==> config.mk <==
export PLATFORM = sky130hd
export DESIGN_NAME = interrupt_arbiter
export DESIGN_NICKNAME = d
export VERILOG_FILES = /design/src/rtl/irq_pkg.sv /design/src/rtl/irq_prio_encoder.sv /design/src/rtl/interrupt_arbiter.sv
export SDC_FILE = /design/constraint.sdc
export NUM_CORES = 1
export LEC_CHECK = 0
export CAP_MARGIN = 40
export CORE_MARGIN = 5
export CORE_UTILIZATION = 39
export DETAILED_ROUTE_END_ITERATION = 8
export PLACE_DENSITY = 0.76
export SLEW_MARGIN = 20
export SYNTH_ARGS = -nofsm -noshare
export SYNTH_HDL_FRONTEND = slang
export SYNTH_SLANG_ARGS = --single-unit
==> constraint.sdc <==
create_clock -name clk -period 2.35 [get_ports clk]
set_input_delay 0.47 -clock clk [delete_from_list [all_inputs] [get_ports clk]]
set_output_delay 0.47 -clock clk [all_outputs]
set_load 0.03 [all_outputs]
==> src/rtl/irq_pkg.sv <==
// rtl/irq_pkg.sv - shared constants for the interrupt arbiter
package irq_pkg;

    localparam int          N_SRC_DEF       = 3;
    localparam logic [31:0] VECTOR_BASE_DEF = 32'h0000_0800;
    localparam int          VEC_SHIFT_DEF   = 4;
    localparam int          IDW_DEF         = $clog2(N_SRC_DEF);

endpackage

==> src/rtl/irq_prio_encoder.sv <==
// rtl/irq_prio_encoder.sv - highest-set-bit encoder with valid flag
module irq_prio_encoder #(
    parameter int N   = 3,
    parameter int IDW = $clog2(N)
) (
    input  logic [N-1:0]   vec,
    output logic           valid,
    output logic [IDW-1:0] idx
);

    always_comb begin
        valid = |vec;
        idx   = '0;
        // Ascending scan: the last set bit seen is the highest one.
        for (int i = 0; i < N; i++) begin
            if (vec[i]) begin
                idx = IDW'(i);
            end
        end
    end

endmodule

==> src/rtl/interrupt_arbiter.sv <==
// rtl/interrupt_arbiter.sv - prioritising, nesting-aware interrupt arbiter
module interrupt_arbiter
    import irq_pkg::*;
#(
    parameter int          N_SRC       = N_SRC_DEF,
    parameter logic [31:0] VECTOR_BASE = VECTOR_BASE_DEF,
    parameter int          VEC_SHIFT   = VEC_SHIFT_DEF,
    localparam int         IDW         = $clog2(N_SRC)
) (
    input  logic             clk,
    input  logic             rst,
    input  logic [N_SRC-1:0] src_req,
    input  logic             mask_we,
    input  logic [N_SRC-1:0] mask_wdata,
    input  logic             ie_we,
    input  logic             ie_wdata,
    input  logic             take,
    input  logic             eret,
    output logic             irq,
    output logic [IDW-1:0]   irq_id,
    output logic [31:0]      irq_vector,
    output logic [N_SRC-1:0] pending,
    output logic [N_SRC-1:0] in_service,
    output logic [N_SRC-1:0] mask,
    output logic             ie,
    output logic [31:0]      taken_count
);

    logic [N_SRC-1:0] src_q;
    logic [N_SRC-1:0] edges;
    logic [N_SRC-1:0] above;
    logic [N_SRC-1:0] eligible;
    logic             is_valid;
    logic [IDW-1:0]   hi_is;
    logic             el_valid;
    logic [IDW-1:0]   el_idx;
    logic             take_ok;

    logic [N_SRC-1:0] pending_n;
    logic [N_SRC-1:0] in_service_n;
    logic [N_SRC-1:0] mask_n;
    logic             ie_n;
    logic [31:0]      count_n;

    irq_prio_encoder #(.N(N_SRC), .IDW(IDW)) u_is_enc (
        .vec   (in_service),
        .valid (is_valid),
        .idx   (hi_is)
    );

    irq_prio_encoder #(.N(N_SRC), .IDW(IDW)) u_el_enc (
        .vec   (eligible),
        .valid (el_valid),
        .idx   (el_idx)
    );

    // Only sources strictly above the innermost running handler may preempt.
    always_comb begin
        above = '0;
        for (int i = 0; i < N_SRC; i++) begin
            above[i] = !is_valid || (IDW'(i) > hi_is);
        end
    end

    assign edges      = src_req & ~src_q;
    assign eligible   = pending & mask & above;
    assign irq        = ie & el_valid;
    assign irq_id     = irq ? el_idx : '0;
    assign irq_vector = VECTOR_BASE + (32'(irq_id) << VEC_SHIFT);
    assign take_ok    = take & irq;

    // Ordering matters: eret retires before take, take overrides ie writes,
    // and a fresh edge survives a take of the same source.
    always_comb begin
        pending_n    = pending;
        in_service_n = in_service;
        mask_n       = mask;
        ie_n         = ie;
        count_n      = taken_count;
        if (mask_we) begin
            mask_n = mask_wdata;
        end
        if (eret) begin
            if (is_valid) begin
                in_service_n[hi_is] = 1'b0;
            end
            ie_n = 1'b1;
        end
        if (ie_we) begin
            ie_n = ie_wdata;
        end
        if (take_ok) begin
            pending_n[irq_id]    = 1'b0;
            in_service_n[irq_id] = 1'b1;
            ie_n                 = 1'b0;
            count_n              = taken_count + 32'd1;
        end
        pending_n = pending_n | edges;
    end

    always_ff @(posedge clk) begin
        if (rst) begin
            src_q       <= '1;
            pending     <= '0;
            in_service  <= '0;
            mask        <= '1;
            ie          <= 1'b0;
            taken_count <= '0;
        end else begin
            src_q       <= src_req;
            pending     <= pending_n;
            in_service  <= in_service_n;
            mask        <= mask_n;
            ie          <= ie_n;
            taken_count <= count_n;
        end
    end

endmodule

==> qor.yml, run 1 <==
status: "complete, no violations"
async_reset_ff_share_pct: 0
grt.total_usage_pct: 14.5
synth-edff-count: 0
antenna-diode-count: 0
fin_ws_ns: 0.147
timing.rr.start: "taken_count[0]$_SDFFE_PP0P_"
finalClockSkew_ns: 0.00673
hold_path_class: "register to register"
dp_slack_ns: 0.121
irDropWorstVdd_mv: 0.318
drt_iter0_drc: 162
synth_top_area_share_pct: 36.9
postRouteAntennaNets: 0
synth_flop_cell: "dfxtp_1"
setup_violations: 0
start_kind: "register"
instances_no_fill: 422
required_ns: 1.88
cts_max_level: 2
io_buffer_count: 59
cp.arrival_ns: 1.73
wl_per_cell_um: 13.8
netlist_instances: 287
grt_pass1_vias: 2006
max_cap_viol_count: 0
worstHoldEndpoint: "in_service[0]$_SDFF_PP0_"
synth_area_um2: 2440
fin_crit_sh_pct: 93.8
synth_common_cells: "dfxtp_1, buf_4, a21oi_1, nand2_1, nor2_1"
grt_busiest_layer: "met2"
synth_top_area_cell: "dfxtp_1"
die_h_um: 89.1
antenna_found_initial: 0
max_freq_ghz: 0.454
startpoint: "mask[2]$_SDFFE_PP1P_"
ys_ff_latch: 45
grt_overflow: 0
grt_pass1_wl_mm: 9.23
yosysWarnings: 0
numCtsBuffers: 5
p_per_area_nw_per_um2: 473
layout_min_cycle_time_ns: 2.20
met2_usage_pct: 23.7
crit_path_max_incr_delay_ns: 0.69
yosys-top-cells-area: "dfxtp_1, buf_4, a21oi_1"
holdPathStages: 2
yosysSeqAreaShare_pct: 36.9
clk_latency_ns: 0.29
r2r_slack_ns: 0.48
post_drt_via_cell_ratio: 5.36
critPathKind: "register to output pin"
synth_cell_type_count: 45
syn2layout_area_growth_pct: 26.5
core_area_um2: 5990
std_cell_rows: 28
initial_core_util_pct: 40.7
slowest_stage: "clkdlybuf4s50_1"
dr.pass1.iters: 4
cp_max_fo: 7
fp.dieArea_um2: 7930
place_inst: 414
hold_viol: 0
syn_avg_cell_area_um2: 8.50
p_leak_nw: 1.11
utilization_pct: 51.5
grt_util_met1_pct: 17.9
post-route-drc-count: 0
cts.clk_slew.worst_paths_ns: 0.09
power_w: 0.00146
routabilityCongestion: 0.731
setup_tns_ns: 0
yosysMostFrequentCell: "dfxtp_1"
io_pins: 90
drive_gt1_share_pct: 10.1
clockBufferDepth: 2
drt_wl_total_mm: 5.83
reg2reg_depth: 6
grt_max_degree: 53
cts_root_buf: "clkbuf_8"
nets: 360
grtUsageMet3_pct: 5.99
rsz0062_at_grt: "false"
worstPathCellList: "nand2_1, nor2_1, clkdlybuf4s50_1"
hpwl_mm: 4.33
slew_viol_final: 0
rr_endpoint: "taken_count[26]$_SDFFE_PP0P_"
vias: 2264
holdCritStartpoint: "in_service[0]$_SDFF_PP0_"
cts_sinks: 45
die_x_um: 89.1
cts_tree: "done"
end_kind: "output pin"
==> logic make-up after synthesis <==
family | Yosys count | share of synthesized area (%)
AND/OR/NAND/NOR | 113 | 27.6
AO/OA/AOI/OAI | 65 | 16.7
other | 2 | 0.308
buffers and inverters | 52 | 13.9
flip-flops | 45 | 36.9
multiplexers | 8 | 3.64
adder cells (fa/ha/maj) | 1 | 0.513
XOR/XNOR | 1 | 0.359
==> how the worst max path moves through the flow <==
| stage | end | slack (ns) | cells past startpoint |
|---|---|---|---|
| floorplan | irq_vector[4] | 0.15 | 4 |
| global placement | taken_count[31]$_SDFFE_PP0P_ | 0.15 | 6 |
| finish | irq_id[1] | 0.15 | 3 |
| global route | irq_id[1] | 0.02 | 3 |
| CTS | irq_id[1] | 0.12 | 3 |
| detailed placement | taken_count[3]$_SDFFE_PP0P_ | 0.12 | 6 |
==> worst max-delay path: cells and delay by family, from the launching register on <==
family | cells | cell delay [ns]
buffers and inverters | 1 | 0.69
DFF | 1 | 0.44
and+or+nand+nor | 2 | 0.32
==> timing repair <==
item	CTS	global route
buffers inserted	0	0
gates resized for setup	3	0
hold buffers	0	0
setup endpoints to repair	3	0
==> sequential cells by signal, summed over array words and instances, names as in the netlist <==
signal and flops:
taken_count 32, in_service 3, mask 3, pending 3, src_q 3, ie 1
==> placed cells by master (no fill, tap or decap), types with 2 or more instances in the layout <==
| master | instances |
|---|---|
| buf_4 | 9 |
| or2_2 | 4 |
| clkdlybuf4s50_1 | 56 |
| nor4_1 | 7 |
| dfxtp_1 | 45 |
| a21oi_1 | 30 |
| nand4_1 | 9 |
| nand3_1 | 6 |
| a211o_1 | 3 |
| inv_1 | 7 |
| clkinv_2 | 2 |
| nand2_1 | 18 |
| dlygate4sd2_1 | 3 |
| nor2b_1 | 13 |
| o31ai_1 | 13 |
| or4_1 | 13 |
| o2111ai_1 | 3 |
| and2_1 | 2 |
| mux2_2 | 7 |
| nor2_1 | 16 |
| and4_1 | 3 |
| and3b_1 | 2 |
| or3_1 | 9 |
| clkbuf_8 | 5 |
| conb_1 | 30 |
| and3_1 | 3 |
| o21ai_0 | 10 |
==> layout make-up <==
| class | count | area, um^2 |
|---|---|---|
| well taps | 75 | 93.8 |
| clock buffers | 5 | 68.8 |
| clock inverters | 3 | 17.5 |
| multi-input cells | 218 | 1300 |
| inverters | 7 | 26.3 |
| repair buffers | 69 | 674 |
| flip-flops and latches | 45 | 901 |
| fillers | 570 | 2910 |
==> metal layers <==
layer  vias up  part of all wire (%)  routed length [um]
met2        91                    47                2730
met3         4                    10                 610
met1      1060                    42                2450
met5         -                     0                   0
li1       1109                     -                   -
met4         0                  0.67                  39
==> through the flow <==
step | hold slack, ns | cell area (um^2)
final | 0.490 | 3090
after global routing | 0.505 | 3090
after CTS | 0.492 | 3090
after detailed placement | 0.475 | 3000
after global placement | 0.460 | 3000
after floorplan | 0.508 | 2540
==> report_power, final <==
group          internal (W)  switching (W)
Clock              0.000206       0.000267
Combinational     0.0000632       0.000138
Sequential         0.000774      0.0000129
Total               0.00104       0.000418
(Power assumes the default switching activity.)
==> run 2, diff against run 1 <==
==> constraint.sdc (replaced) <==
create_clock -name clk -period 2.3 [get_ports clk]
set_input_delay 0.46 -clock clk [delete_from_list [all_inputs] [get_ports clk]]
set_output_delay 0.46 -clock clk [all_outputs]
set_load 0.03 [all_outputs]
==> run 2 against run 1 <==
  * Wire length grew 0.58%
  * Sequential share of layout area decreased by 0.58 points
  * Critical endpoint is now irq
  * Non-clock buffer count increased by 2
  * Sequential power increased by 2%
  * Critical path depth rose by 1
  * Flip-flop and latch count stayed put
  * Total power grew 18%
  * First-iteration DRC count down 10%
  * Via count is 0.66% lower
  * Utilization increased by 1.0 points
==> qor.yml, run 2 (synthesis gave the netlist of run 1 again) <==
std_cell_rows: 28  # unchanged
maxSlewHeadroom_pct: 63.6
grt_overflow: 0  # unchanged
die_h_um: 89.1  # unchanged
setup_tns_ns: 0  # unchanged
syn2layout_area_growth_pct: 29.1
layout_common_cells: "clkdlybuf4s50_1, dfxtp_1, a21oi_1, conb_1, nand2_1"
cts_hold_buf: 0  # unchanged
grt.total_usage_pct: 14.8  # +0.27 points
antenna-diode-count: 0  # unchanged
finalClockSkew_ns: 0.00844  # +0.00171 ns
clockBufferDepth: 2  # unchanged
p_leak_nw: 1.18  # +6.0%
critPathKind: "register to output pin"
hpwl_mm: 4.39  # +1.4%
cts_sinks: 45  # unchanged
final_common_cell: "clkdlybuf4s50_1"
initial_core_util_pct: 40.7  # unchanged
end_kind: "output pin"
rsz0062_at_grt: "false"
die_x_um: 89.1  # unchanged
setup_violations: 0  # unchanged
fin_crit_sh_pct: 90.8
postRouteAntennaNets: 0  # unchanged
p_per_area_nw_per_um2: 546  # +15%
utilization_pct: 52.5  # +1.0 points
required_ns: 1.84  # -0.04 ns
layout_min_cycle_time_ns: 2.09
vias: 2249  # -0.66%
cp.arrival_ns: 1.63  # -0.10 ns
io_pins: 90  # unchanged
largest_register_ffs: 32  # unchanged
instances_no_fill: 424  # +0.47%
start_kind: "register"
cts_tree: "done"
routabilityCongestion: 0.777  # +6.2%
post_drt_via_cell_ratio: 5.30  # -1.1%
regMostFlops: "taken_count"
place_inst: 416  # +0.48%
postLayoutCellArea_um2: 3150  # +2.0%
grt_max_degree: 34  # -36%
max_freq_ghz: 0.479
dr.pass1.iters: 4  # unchanged
hold_viol: 0  # unchanged
drive_gt1_share_pct: 10.6  # +0.52 points
cts_root_buf: "clkbuf_8"
status: "complete, no violations"
hold_path_class: "register to register"
io_buffer_count: 59  # unchanged
cp_max_fo: 10  # +3
grt_pass1_wl_mm: 9.40  # +1.8%
fp.dieArea_um2: 7930  # unchanged
slew_viol_final: 0  # unchanged
drt_wl_total_mm: 5.86  # +0.58%
nets: 362  # +0.56%
max_cap_viol_count: 0  # unchanged
worstPathCellList: "a22o_1, o21ai_4, nor2_1, dlygate4sd2_1"
cts_max_level: 2  # unchanged
slowest_stage: "dfxtp_1"
numCtsBuffers: 5  # unchanged
grt_pass1_vias: 2098  # +4.6%
antenna_found_initial: 0  # unchanged
core_area_um2: 5990  # unchanged
clk_latency_ns: 0.30  # about the same
tightest_slew_ns: 0.544
post-route-drc-count: 0  # unchanged
crit_path_max_incr_delay_ns: 0.36  # -0.33 ns
whs_ns: 0.484  # -0.00542 ns
place_area_um2: 3010  # about the same
wl_per_cell_um: 13.8  # +0.11%
irDropWorstVdd_mv: 0.291  # -8.6%
drt_iter0_drc: 145  # -10%
cts.clk_slew.worst_paths_ns: 0.09  # about the same
run 2: worst paths after layout:
| path | startpoint | end | slack, ns | cells past startpoint |
|---|---|---|---|---|
| max | pending[1]$_SDFF_PP0_ | irq | 0.21 | 4 |
| min | in_service[0]$_SDFF_PP0_ | in_service[0]$_SDFF_PP0_ | 0.48 | 2 |
| max reg2reg | mask[2]$_SDFFE_PP1P_ | taken_count[3]$_SDFFE_PP0P_ | 0.43 | 6 |
| min reg2reg | in_service[0]$_SDFF_PP0_ | in_service[0]$_SDFF_PP0_ | 0.48 | 2 |
run 2: through the flow:
stage,setup slack (ns),total power [W]
2_1_floorplan,0.115,0.000999
4_1_cts,0.0527,0.00173
3_5_place_dp,-0.0141,0.00103
6_report,0.211,0.00172
5_1_grt,0.105,0.00178
3_3_place_gp,0.0639,0.00102
run 2: routing by layer:
metal	vias up	global-route usage (%)	share of wire [%]	wire (um)
met5	-	0	0	0
met4	0	3.79	1.1	65
met3	8	5.07	9.9	583
met2	97	25.0	46	2680
met1	1027	18.0	43	2540
li1	1117	-	-	-
run 2: report_power, final:
part	internal (W)	switching, W
logic	0.0000634	0.000143
clock network	0.000432	0.000279
registers	0.000790	0.0000129
run 2: worst max-delay path: cells and delay by family, from the launching register on:
family	cells	cell delay (ns)
compound gates	2	0.55
flops	1	0.36
buf+inv	1	0.36
simple gates	1	0.06
run 2: repair_timing:
item,in CTS,in global routing
gates resized for setup,4,2
endpoints found under the setup margin,3,2
setup buffers,0,0
run 2: cell type report:
type / instances / area (um^2)
Tap cell: 75 / 93.8
Clock buffer: 5 / 68.8
Inverter: 7 / 26.3
Timing Repair Buffer: 71 / 682
Clock inverter: 3 / 65.1
Multi-Input combinational cell: 218 / 1310
Fill cell: 547 / 2840
Sequential cell: 45 / 901
